### src/rtl/mips_exc_pkg.sv
// Shared definitions for the exception sequencer and CP0: FSM states, Cause
// select codes and the architectural CP0 register indices.
package mips_exc_pkg;

  typedef enum logic [2:0] {
    ST_IDLE     = 3'd0,
    ST_WR_CAUSE = 3'd1,
    ST_WR_EPC   = 3'd2,
    ST_VECTOR   = 3'd3,
    ST_RD_EPC   = 3'd4,
    ST_RETURN   = 3'd5,
    ST_MTC0     = 3'd6
  } exc_state_e;

  // CP0 turns the first three codes into fixed ExcCode values; SEL_WR writes cp0_wdata.
  localparam logic [1:0] SEL_OVF   = 2'b00;
  localparam logic [1:0] SEL_UNDEF = 2'b01;
  localparam logic [1:0] SEL_DIV0  = 2'b10;
  localparam logic [1:0] SEL_WR    = 2'b11;

  localparam logic [4:0] CAUSE_REG = 5'd13;
  localparam logic [4:0] EPC_REG   = 5'd14;

endpackage

### src/rtl/mips_exc_prio_enc.sv
// Fault-flag priority encoder: undef > ovf > div0.
// Purely combinational; exc_vld is set when any flag is raised.
module mips_exc_prio_enc
  import mips_exc_pkg::*;
(
  input  logic       undef,
  input  logic       ovf,
  input  logic       div0,
  output logic       exc_vld,
  output logic [1:0] exc_sel
);

  always_comb begin
    exc_vld = undef | ovf | div0;
    exc_sel = SEL_OVF;
    if (undef) begin
      exc_sel = SEL_UNDEF;
    end else if (ovf) begin
      exc_sel = SEL_OVF;
    end else if (div0) begin
      exc_sel = SEL_DIV0;
    end
  end

endmodule

### src/rtl/mips_exception_ctrl.sv
// Exception/eret/mtc0 sequencer owning the CP0 write/read port; outputs are registered.
// Exception 3 cycles (2 when nested), eret 2, mtc0 1; stall holds the main FSM meanwhile.
module mips_exception_ctrl
  import mips_exc_pkg::*;
#(
  parameter logic [31:0] HANDLER_ADDR = 32'h8000_0180,
  parameter logic [4:0]  CAUSE_REG    = mips_exc_pkg::CAUSE_REG,
  parameter logic [4:0]  EPC_REG      = mips_exc_pkg::EPC_REG
) (
  input  logic        clk,
  input  logic        rst,
  input  logic        ovf,
  input  logic        undef,
  input  logic        div0,
  input  logic        eret,
  input  logic        mtc0,
  input  logic [4:0]  mtc0_rd,
  input  logic [31:0] mtc0_data,
  input  logic [31:0] exc_pc,
  input  logic [31:0] cp0_rdata,
  output logic        cp0_write,
  output logic [4:0]  cp0_rd,
  output logic [1:0]  cp0_cause_sel,
  output logic [31:0] cp0_wdata,
  output logic        pc_redirect,
  output logic [31:0] pc_target,
  output logic        stall,
  output logic        exl
);

  exc_state_e  state_q, state_d;
  logic [1:0]  cause_q, cause_d;
  logic [31:0] pc_q, pc_d;
  logic [31:0] epc_q, epc_d;
  logic        exl_q, exl_d;

  logic        cp0_write_q, cp0_write_d;
  logic [4:0]  cp0_rd_q, cp0_rd_d;
  logic [1:0]  cp0_cause_sel_q, cp0_cause_sel_d;
  logic [31:0] cp0_wdata_q, cp0_wdata_d;
  logic        pc_redirect_q, pc_redirect_d;
  logic [31:0] pc_target_q, pc_target_d;
  logic        stall_q, stall_d;

  logic        exc_vld;
  logic [1:0]  exc_sel;

  mips_exc_prio_enc u_prio_enc (
    .undef   (undef),
    .ovf     (ovf),
    .div0    (div0),
    .exc_vld (exc_vld),
    .exc_sel (exc_sel)
  );

  // Next-state logic; request inputs are only looked at in IDLE.
  always_comb begin
    state_d = state_q;
    cause_d = cause_q;
    pc_d    = pc_q;
    epc_d   = epc_q;
    exl_d   = exl_q;
    case (state_q)
      ST_IDLE: begin
        if (exc_vld) begin
          state_d = ST_WR_CAUSE;
          cause_d = exc_sel;
          pc_d    = exc_pc;
        end else if (eret) begin
          if (exl_q) begin
            state_d = ST_RD_EPC;
          end else begin
            state_d = ST_WR_CAUSE;
            cause_d = SEL_UNDEF;
            pc_d    = exc_pc;
          end
        end else if (mtc0) begin
          state_d = ST_MTC0;
        end
      end
      // A nested exception keeps the original EPC.
      ST_WR_CAUSE: state_d = exl_q ? ST_VECTOR : ST_WR_EPC;
      ST_WR_EPC:   state_d = ST_VECTOR;
      ST_VECTOR: begin
        exl_d   = 1'b1;
        state_d = ST_IDLE;
      end
      ST_RD_EPC: begin
        epc_d   = cp0_rdata;
        state_d = ST_RETURN;
      end
      ST_RETURN: begin
        exl_d   = 1'b0;
        state_d = ST_IDLE;
      end
      ST_MTC0:  state_d = ST_IDLE;
      default:  state_d = ST_IDLE;
    endcase
  end

  // Outputs are decoded from the upcoming state so they register alongside it.
  always_comb begin
    cp0_write_d     = 1'b0;
    cp0_rd_d        = 5'd0;
    cp0_cause_sel_d = SEL_WR;
    cp0_wdata_d     = 32'd0;
    pc_redirect_d   = 1'b0;
    pc_target_d     = 32'd0;
    stall_d         = (state_d != ST_IDLE);
    case (state_d)
      ST_WR_CAUSE: begin
        cp0_write_d     = 1'b1;
        cp0_rd_d        = CAUSE_REG;
        cp0_cause_sel_d = cause_d;
      end
      ST_WR_EPC: begin
        cp0_write_d = 1'b1;
        cp0_rd_d    = EPC_REG;
        cp0_wdata_d = pc_d;
      end
      ST_VECTOR: begin
        pc_redirect_d = 1'b1;
        pc_target_d   = HANDLER_ADDR;
      end
      ST_RD_EPC: begin
        cp0_rd_d = EPC_REG;
      end
      ST_RETURN: begin
        pc_redirect_d = 1'b1;
        pc_target_d   = epc_d;
      end
      ST_MTC0: begin
        cp0_write_d = 1'b1;
        cp0_rd_d    = mtc0_rd;
        cp0_wdata_d = mtc0_data;
      end
      default: ;
    endcase
  end

  always_ff @(posedge clk or posedge rst) begin
    if (rst) begin
      state_q         <= ST_IDLE;
      cause_q         <= 2'b00;
      pc_q            <= 32'd0;
      epc_q           <= 32'd0;
      exl_q           <= 1'b0;
      cp0_write_q     <= 1'b0;
      cp0_rd_q        <= 5'd0;
      cp0_cause_sel_q <= SEL_WR;
      cp0_wdata_q     <= 32'd0;
      pc_redirect_q   <= 1'b0;
      pc_target_q     <= 32'd0;
      stall_q         <= 1'b0;
    end else begin
      state_q         <= state_d;
      cause_q         <= cause_d;
      pc_q            <= pc_d;
      epc_q           <= epc_d;
      exl_q           <= exl_d;
      cp0_write_q     <= cp0_write_d;
      cp0_rd_q        <= cp0_rd_d;
      cp0_cause_sel_q <= cp0_cause_sel_d;
      cp0_wdata_q     <= cp0_wdata_d;
      pc_redirect_q   <= pc_redirect_d;
      pc_target_q     <= pc_target_d;
      stall_q         <= stall_d;
    end
  end

  assign cp0_write     = cp0_write_q;
  assign cp0_rd        = cp0_rd_q;
  assign cp0_cause_sel = cp0_cause_sel_q;
  assign cp0_wdata     = cp0_wdata_q;
  assign pc_redirect   = pc_redirect_q;
  assign pc_target     = pc_target_q;
  assign stall         = stall_q;
  assign exl           = exl_q;

endmodule

### config.mk
export PLATFORM = sky130hd
export DESIGN_NAME = mips_exception_ctrl
export DESIGN_NICKNAME = d
export VERILOG_FILES = /design/src/rtl/mips_exc_pkg.sv /design/src/rtl/mips_exc_prio_enc.sv /design/src/rtl/mips_exception_ctrl.sv
export SDC_FILE = /design/constraint.sdc
export NUM_CORES = 1
export LEC_CHECK = 0
export BUFFER_PORTS_ARGS = -buffer_cell sky130_fd_sc_hd__buf_2
export CAP_MARGIN = 20
export CORE_MARGIN = 2
export CORE_UTILIZATION = 48
export CTS_BUF_LIST = sky130_fd_sc_hd__clkbuf_8
export DETAILED_ROUTE_END_ITERATION = 7
export PLACE_DENSITY = 0.88
export SLEW_MARGIN = 25
export SYNTH_ARGS = -nofsm -noshare
export SYNTH_HDL_FRONTEND = slang
export SYNTH_SLANG_ARGS = --single-unit
### constraint.sdc
create_clock -name clk -period 3.67 [get_ports clk]
set_clock_uncertainty 0.05 [all_clocks]
set_input_delay 0.1835 -clock clk [delete_from_list [all_inputs] [get_ports clk]]
set_output_delay 0.1835 -clock clk [all_outputs]
set_load 0.005 [all_outputs]
=== Word level (Yosys, flattened, before mapping) ===
Index checks and enable logic that the tools add are counted.

* Register bits: 144
* Input port bits: 108
* Word-level logic and storage cells: 56

* Equality and inequality tests: 11
* Muxes and demuxes: 25
* Bitwise gates (word level): 2
* Reductions and logical operators: 6

{| class="wikitable"
|+ Operator list
! operator !! count
|-
| $mux W32 || 5
|-
| $pmux W32 S2 || 2
|-
| $mux W2 || 8
|-
| $eq A3 B3 Y1 const B || 5
|-
| $pmux W5 S3 || 1
|-
| $eq A3 B2 Y1 const B || 4
|-
| $mux W3 || 4
|-
| $pmux W3 S4 || 1
|-
| $eq A3 B1 Y1 const B || 2
|-
| $reduce_or A2 Y1 || 2
|-
| $logic_not A3 Y1 || 1
|-
| $mux W1 || 3
|-
| $reduce_bool A3 Y1 || 1
|-
| $reduce_or A3 Y1 || 1
|-
| $or A1 B1 Y1 || 2
|-
| $pmux W1 S2 || 1
|-
| $reduce_bool A2 Y1 || 1
|}

=== Longest topological paths before layout ===
Gate-level depths: netlist of run 1.

* Depth in word-level cells: 7
* Mapped depth: 6

=== Modules after synthesis ===
From an unflattened synthesis of run 1, not the netlist that was laid out.

* Cells, all modules: 283
* Area total of the unflattened synthesis: 4,162.7 µm²

{| class="wikitable"
|+ Modules (own cells, without submodules)
! module !! instances !! cells an instance !! area an instance (µm²) !! sequential area each (µm²)
|-
| mips_exception_ctrl || 1 || 280 || 4,141.5 || 2,755.1
|-
| mips_exc_prio_enc || 1 || 3 || 21.3 || 0.0
|}

=== Least setup slack after synthesis of run 1 ===
No wires, ideal clock.

* Path type: reg-to-reg
* Start point: register state_q[1]
* End point: register pc_q[1]
* Setup time: 0.125 ns
* Data arrival time: 1.685 ns
* Data required time: 3.495 ns
* Path slack: 1.810 ns
* Stages on the path, launching flop included: 7
* Clock period less this slack: 1.860 ns
* Path through: dfrtp_1 buf_2 or3_1 o21ba_1 buf_6 buf_6 mux2_4

* Cells in the longest elaborated chain, start to end: 2

{| class="wikitable"
|+ Ends and longest elaborated chain
! element !! RTL line !! text
|-
| start: declaration || mips_exception_ctrl.sv:31 || <nowiki>exc_state_e state_q, state_d;</nowiki>
|-
| start signal: assignment || mips_exception_ctrl.sv:156 || <nowiki>state_q <= state_d;</nowiki>
|-
| $logic_not A3 Y1 || mips_exception_ctrl.sv:63 || <nowiki>case (state_q)</nowiki>
|-
| $mux W32 || mips_exception_ctrl.sv:63 ||
|-
| named net pc_d[1] || mips_exception_ctrl.sv:33 || <nowiki>logic [31:0] pc_q, pc_d;</nowiki>
|-
| end signal: assignment || mips_exception_ctrl.sv:158 || <nowiki>pc_q <= pc_d;</nowiki>
|-
| end: declaration || mips_exception_ctrl.sv:33 ||
|}

The timed path passes the listed nets, and every way through them passes these cells.
A chain may end at the register's enable or synchronous reset.

=== Worst setup path after layout of run 1 ===
* Start point: register state_q[1]
* End point: register pc_q[9]

Same word-level chain as after synthesis.

==> results of run 1 <==
per-stage QoR:
stage / total power, mW / area [um2] / setup WS [ps] / hold slack [ps]
4_1_cts: 3.36 / 6190 / 956 / 1.12
2_1_floorplan: 2.36 / 4140 / 538 / 221
5_1_grt: 3.53 / 6210 / 844 / 1.58
6_report: 3.36 / 6210 / 933 / 18.9
3_5_place_dp: 2.61 / 5110 / 987 / 342
3_3_place_gp: 2.55 / 5110 / 1080 / 340
cells in the final DEF (no fill, tap or decap), types with 2 or more instances in the layout:
cell type      count
buf_2            182
dfrtp_1          108
dlygate4sd3_1     91
a22o_1            31
and2_1            30
mux2_4            28
clkbuf_8          10
o21ai_0            8
a21oi_1            7
nor2_1             5
mux2_2             5
a211oi_1           5
buf_4              5
or3_1              4
nand2_1            4
inv_6              4
nor2b_1            3
nor3_1             3
nor3b_4            2
inv_1              2
nand3_1            2
dfstp_2            2
critical path: stages (launching register included):
cell and delay, ps:
dfrtp_1 570, or3_1 620, o21ba_2 690, buf_4 330, mux2_2 360
metal layers:
metal | share of wire | track usage | up-vias | wire, um
met3 | 0.072 | 0.0636 | 12 | 788
li1 | - | - | 1507 | -
met2 | 0.52 | 0.407 | 151 | 5650
met1 | 0.40 | 0.286 | 1567 | 4390
met4 | 0.012 | 0.0607 | 0 | 127
met5 | 0 | 0 | - | 0
report_power, final:
group / switching [mW] / leakage, nW / total (mW) / internal (mW)
clock: 0.405 / 0.0988 / 0.677 / 0.272
combinational: 0.379 / 1.75 / 0.979 / 0.599
sequential: 0.200 / 1.43 / 1.70 / 1.50
total: 0.985 / 3.28 / 3.36 / 2.38
path summary, 6_finish.rpt:
path                                    from             to  slack [ps]  cells after the start
worst min register to register       pc_q[2]   cp0_wdata[2]         460                      1
max in group asynchronous                rst  cp0_wdata[15]        2210                      4
min in group asynchronous                rst  cp0_wdata[10]         450                      3
worst min-delay path            mtc0_data[8]   cp0_wdata[8]          20                      2
worst max-delay path              state_q[1]        pc_q[9]         930                      4
worst max register to register    state_q[1]        pc_q[9]         930                      4
registers in the layout (all words and copies together) (netlist names):
name and count:
state_q 3, stall 1, cp0_rd 5, pc_target 32
pc_q 32, exl 1, pc_redirect 1, cp0_cause_sel 2
cp0_wdata 32, cp0_write 1
layout make-up:
cell class	instances	area [um2]	area share
clock buffers	10	138	0.0222
clock inverters	6	43.8	0.00705
inverters	2	12.5	0.00201
multi-input cells	147	1270	0.205
flip-flops and latches	110	2760	0.444
well taps	105	131	0.0212
repair buffers	278	1860	0.299
what timing repair did:
item	in CTS	in global routing
hold buffers	89	2
resized for setup	0	0
endpoints found under the setup margin	0	0
endpoints found under the hold margin	88	79
logic make-up after synthesis:
| logic type | synth area share |
|---|---|
| flops | 0.666 |
| buf+inv | 0.0314 |
| mux | 0.115 |
| compound gates | 0.101 |
| simple gates | 0.0865 |
==> results, run 1 <==
- The category of the most critical setup path is reg2reg.
- The area added between synthesis and finish is 50.1%.
- The detailed placer's ending HPWL is 6420 um.
- The number of vias per cell after detailed routing is 4.92.
- The synthesized design spends more area on one cell type than any other, namely dfrtp_1.
- The proportion of synthesized flip-flops having asynchronous set or reset is 1.00.
- STA puts the critical path data arrival time at 2920 ps.
- Setup violations remaining at the end of the flow were counted as 0.
- The starting utilization of the core area is 0.499.
- The register area share after synthesis is 0.666.
- The post-synthesis cell area is 4140 um2.
- The layout filler cell count is 525.
- The routed design has 11000 um of wire.
- The number of vias in the routed layout is 3237.
- The total clock buffers created by CTS is 9.
- The leakage power figure is 3.28 nW.
- The number of nets in the synthesized netlist is 386.
- The die is 96.8 um tall.
- The initial antenna violation count is 0.
- In the synthesized netlist the dominant register cell turns out to be dfrtp_1.
- Excluding fillers, the count of instances in the completed layout stands at 658.
- The worst setup path is captured at a flip-flop.
- The H-tree was split into 3 levels.
- The flow ran to the end, and the final reports show no timing, DRC or antenna violations.
- The detail-routed net length per standard cell is 16.7 um.
- The number of sinks driven by the clock tree is 110.
- Post-CTS timing repair inserted 0 buffers for setup.
- Yosys mapped the design onto 30 distinct sky130hd cell types.
- The worst endpoint required time is 3860 ps.
- The count of buffers inserted at the top-level ports is 182.
- Summed over all layers, the global routing overflow is 0.
- The count of routing violations after the opening detailed-route iteration is 90.
- The final total negative setup slack is 0 ps.
- Counting instances in the post-synthesis netlist gives the leading cell types as dfrtp_1 (108), a22o_1 (31), and2_1 (30).
- dfrtp_1 is the most common cell in the netlist.
- The count of placed standard cells including taps is 551.
- The floorplan has 33 rows.
- Once layout is complete, the utilization of the core stands at 0.748.
- The clock period could shrink to 2740 ps.
- The number of global-route vias before repair is 3486.
- The number of nets in the final layout is 656.
- The number of search-and-repair iterations in the first detailed-routing pass is 4.
- The maximum clock frequency is 365 MHz.
- The class of the tightest hold or removal check is in2reg.
- The number of max-cap violations is 0.
- The area of the placeable core is 8300 um2.
- The power density normalized to cell area is 541 nW/um2.
- The placer's final routability congestion estimate is 0.810.
- Setup repair after global routing left no endpoint under its margin.
- The later pin in the worst-skew pair is clocked with a latency of 360 ps.
- The count of boundary I/O pins is 183.
- For this run, design rule violations remaining after detail routing come to 0.
- IR analysis of the VDD net gives a maximum drop of 0.309 mV.
- Measured against its own limit, the worst slew margin works out to 0.460.
- For the pin with the worst max-slew slack, the measured transition is 810 ps.
- The maximum net fanout on the critical path is 16.
- After synthesis, the cell types taking the most area are dfrtp_1 (65%), mux2_4 (10%), a22o_1 (6.6%), and2_1 (4.5%), mux2_2 (1.4%).
- After clock tree synthesis, the clock-pin slew on the worst setup and hold paths is 110 ps.
- The die covers 9380 um2.
- In this run the clock root is driven by a clkbuf_8.
- 0 antenna diodes ended up in the layout.
- The flop and latch count out of synthesis is 110.
- The first global-routing pass estimated 17400 um of wire.
- The area share of the largest cell type after synthesis is 0.653.
- The number of pins with negative max-slew slack in the final report is 0.
- Of the cells placed in the final design, the portion with a size suffix greater than 1 is 0.438.
- The maximum root-to-sink buffer count is 2.
- The count of warnings emitted by yosys is 0.
- The cell count after synthesis is 278.
- The average instance in the mapped netlist occupies 14.9 um2.
- The final period utilization is 0.746.
- The launching element type of the critical path is a flip-flop.
- The overall die width is 96.8 um.
- The post-detailed-route count of antenna-violating nets is 0.
- The total global routing track utilization is 0.233.
- Entering global routing, the biggest net connects 82 pins.
- The number of hold-slack violations in the final timing report is 0.
- The CTS tree is yes.
- The number of flops mapped to enable cells by yosys is 0.
No activity file was read; power rests on OpenSTA's default activity.
==> inputs of run 2 (changes only) <==
- clock period: 3.67 -> 2.6 ns (I/O delays scaled with it)
==> run 2 against run 1 <==
Effect of this change: die area stayed put; combinational power is 46% higher; sequential cell count stayed put; maximum frequency is 32% higher; power is 46% higher; final cell count is 1.8% higher; via count is 4.8% higher; largest cell class unchanged.
==> results, run 2 (same netlist as run 1, synthesis figures left out) <==
- Result of the run: finished, final reports clean (unchanged).
- The area added between synthesis and finish is 54.1% (was 50.1%).
- The worst hold slack across all endpoints is 42.9 ps (was 18.9 ps).
- The clock slew at the register clock pins of the worst setup and hold paths is 100 ps (was 110 ps).
- The number of pins with negative max-slew slack in the final report was 0 (unchanged).
- The endpoint type of the worst setup path is a flip-flop (unchanged).
- The total global routing track utilization is 0.255 (was 0.233).
- The worst endpoint required time is 2790 ps (was 3860 ps).
- The total wire length after detailed routing was 11700 um (was 11000 um).
- The met1 track demand over resource is 0.309 (was 0.286).
- The worst supply voltage drop on vdd is 0.439 mV (was 0.309 mV).
- The post-detailed-route DRC marker count is 0 (unchanged).
- The final critical-path required period came to 2070 ps (was 2740 ps).
- The relative contribution of combinational cells to total power is 0.290 (was 0.291).
- The sequential share of power is 0.489 (was 0.507).
- The final period utilization came to 0.797 (was 0.746).
- The number of hold-slack violations in the final timing report is 0 (unchanged).
- The share of total power in the clock network is 0.220 (was 0.201).
- Commonest cells after routing, fill and taps aside: buf_2 (182), dfrtp_1 (108), dlygate4sd3_1 (100) (was buf_2 (182), dfrtp_1 (108), dlygate4sd3_1 (91)).
- The placer's final routability congestion estimate was 0.798 (was 0.810).
- The count of routing violations after the opening detailed-route iteration is 120 (was 90).
- The number of sinks driven by the clock tree was 110 (unchanged).
- The category of the most critical setup path was reg2reg (unchanged).
- The transition time of the tightest slew-check pin is 532 ps (was 810 ps).
- The CTS tree is yes (unchanged).
- The number of rows in the core area is 33 (unchanged).
- The most common cell after layout, fill and taps aside is buf_2 (unchanged).
- The number of max-cap violations is 0 (unchanged).
- The leakage power figure is 3.34 nW (was 3.28 nW).
- The global routing met3 resource utilization is 0.0672 (was 0.0636).
- The detail-routed net length per standard cell is 17.4 um (was 16.7 um).
- The switching power as a share of total power is 0.289 (was 0.293).
- The die height is 96.8 um (unchanged).
- The maximum root-to-sink buffer count is 2 (unchanged).
- The count of H-tree levels built during CTS is 3 (unchanged).
- The worst setup slack after layout is 528 ps (was 933 ps).
- The post-detailed-route count of antenna-violating nets was 0 (unchanged).
- The final total negative setup slack was 0 ps (unchanged).
- The layer with the highest usage after global routing is met2 (unchanged).
- The residual overflow from global routing is 0 (unchanged).
- The power density normalized to cell area was 771 nW/um2 (was 541 nW/um2).
- The number of search-and-repair iterations in the first detailed-routing pass is 4 (unchanged).
- The total inserted antenna cells was 0 (unchanged).
- The root buffer cell is clkbuf_8 (unchanged).
- The number of vias in the routed layout is 3392 (was 3237).
- The setup fix buffers added after clock tree synthesis came to 0 (unchanged).
- The number of vias per cell after detailed routing is 5.06 (was 4.92).
- The overall die width is 96.8 um (unchanged).
- The detailed placer's ending HPWL is 6550 um (was 6420 um).
- The total clock buffers created by CTS came to 9 (unchanged).
- The clock network latency to the later pin of the worst-skew pair was 360 ps (about the same).
- The number of cells traversed by the worst hold path is 3 (was 2).
- The area of the placeable core is 8300 um2 (unchanged).
- The first-pass GRT wire length is 18900 um (was 17400 um).
- The arrival time of the worst setup path was 2270 ps (was 2920 ps).
- The count of boundary I/O pins is 183 (unchanged).
- The largest net degree at the start of global routing came to 52 (was 82).
- The launching element type of the critical path is a flip-flop (unchanged).
- The floorplan die area was 9380 um2 (unchanged).
- The headroom to the max-slew limit is 0.644 (was 0.460).
- The design internal power is 3.49 mW (was 2.38 mW).
- The initial antenna violation count is 0 (unchanged).
- The count of buffers inserted at the top-level ports is 182 (unchanged).
- The starting utilization of the core area is 0.499 (unchanged).
- The total of endpoints with negative setup slack in the final report is 0 (unchanged).
- Setup repair after global routing missed its margin: no (unchanged).
- The maximum net fanout on the critical path came to 33 (was 16).
- The fraction of layout instances using a drive strength above 1 came to 0.435 (was 0.438).
- The cell depth of the worst flop-to-flop path was 4 (unchanged).
- The post-place setup slack is 573 ps (was 987 ps).
- The maximum clock frequency came to 483 MHz (was 365 MHz).
- The number of global-route vias before repair came to 3700 (was 3486).
- The power dissipated by switching net loads was 1.42 mW (was 0.985 mW).
- The class of the tightest hold or removal check was in2reg (unchanged).
- The global-route track usage on met2 is 0.441 (was 0.407).
- The number of nets in the final layout is 668 (was 656).
==> run 2: worst paths after layout <==
check / from / slack (ps) / to
min in group asynchronous: rst / 300 / pc_target[24]
max in group asynchronous: rst / 1360 / pc_q[4]
hold reg to reg: pc_q[15] / 460 / cp0_wdata[15]
setup / recovery: state_q[1] / 530 / pc_q[11]
setup reg to reg: state_q[1] / 530 / pc_q[11]
hold / removal: mtc0_rd[2] / 40 / cp0_rd[2]
==> run 2: final cells by class <==
cell class | instances | area, um2
Timing Repair Buffer | 290 | 2000
Clock buffer | 10 | 138
Inverter | 2 | 11.3
Tap cell | 105 | 131
Clock inverter | 6 | 78.8
Multi-Input combinational cell | 147 | 1260
Fill cell | 518 | 1920
Sequential cell | 110 | 2760
==> run 2: routing by layer <==
layer	wire [um]	share of wire	up-vias
li1	-	-	1535
met1	4600	0.39	1673
met2	6030	0.52	155
met3	768	0.066	29
met4	280	0.024	0
met5	0	0	-
==> run 2: stage by stage <==
stage | instances | util | power [mW] | area [um2]
detailed placement | 554 | 0.621 | 3.71 | 5160
finish | 670 | 0.768 | 4.91 | 6370
floorplan | 278 | - | 3.33 | 4140
global route | 670 | 0.768 | 5.18 | 6370
CTS | 670 | 0.768 | 4.91 | 6370
global placement | 554 | 0.621 | 3.63 | 5160
==> run 2: timing repair <==
action,in CTS,in global routing
hold buffers,100,0
gates resized for setup,0,0
endpoints found under the hold margin,120,0
==> run 2: worst max-delay path, cell delays in order, from the launching register on <==
cell and delay (ps):
dfrtp_1 550, or3_1 450, o21ba_2 270, buf_12 240, mux2_2 380
==> run 2: power groups by stage <==
stage                     Sequential, mW  Clock [mW]  Combinational, mW
after floorplan                     2.33           0               1.00
after global placement              2.39           0               1.23
after detailed placement            2.42           0               1.29
after CTS                           2.39        1.12               1.41
after global routing                2.45        1.18               1.54
final                               2.40        1.08               1.43
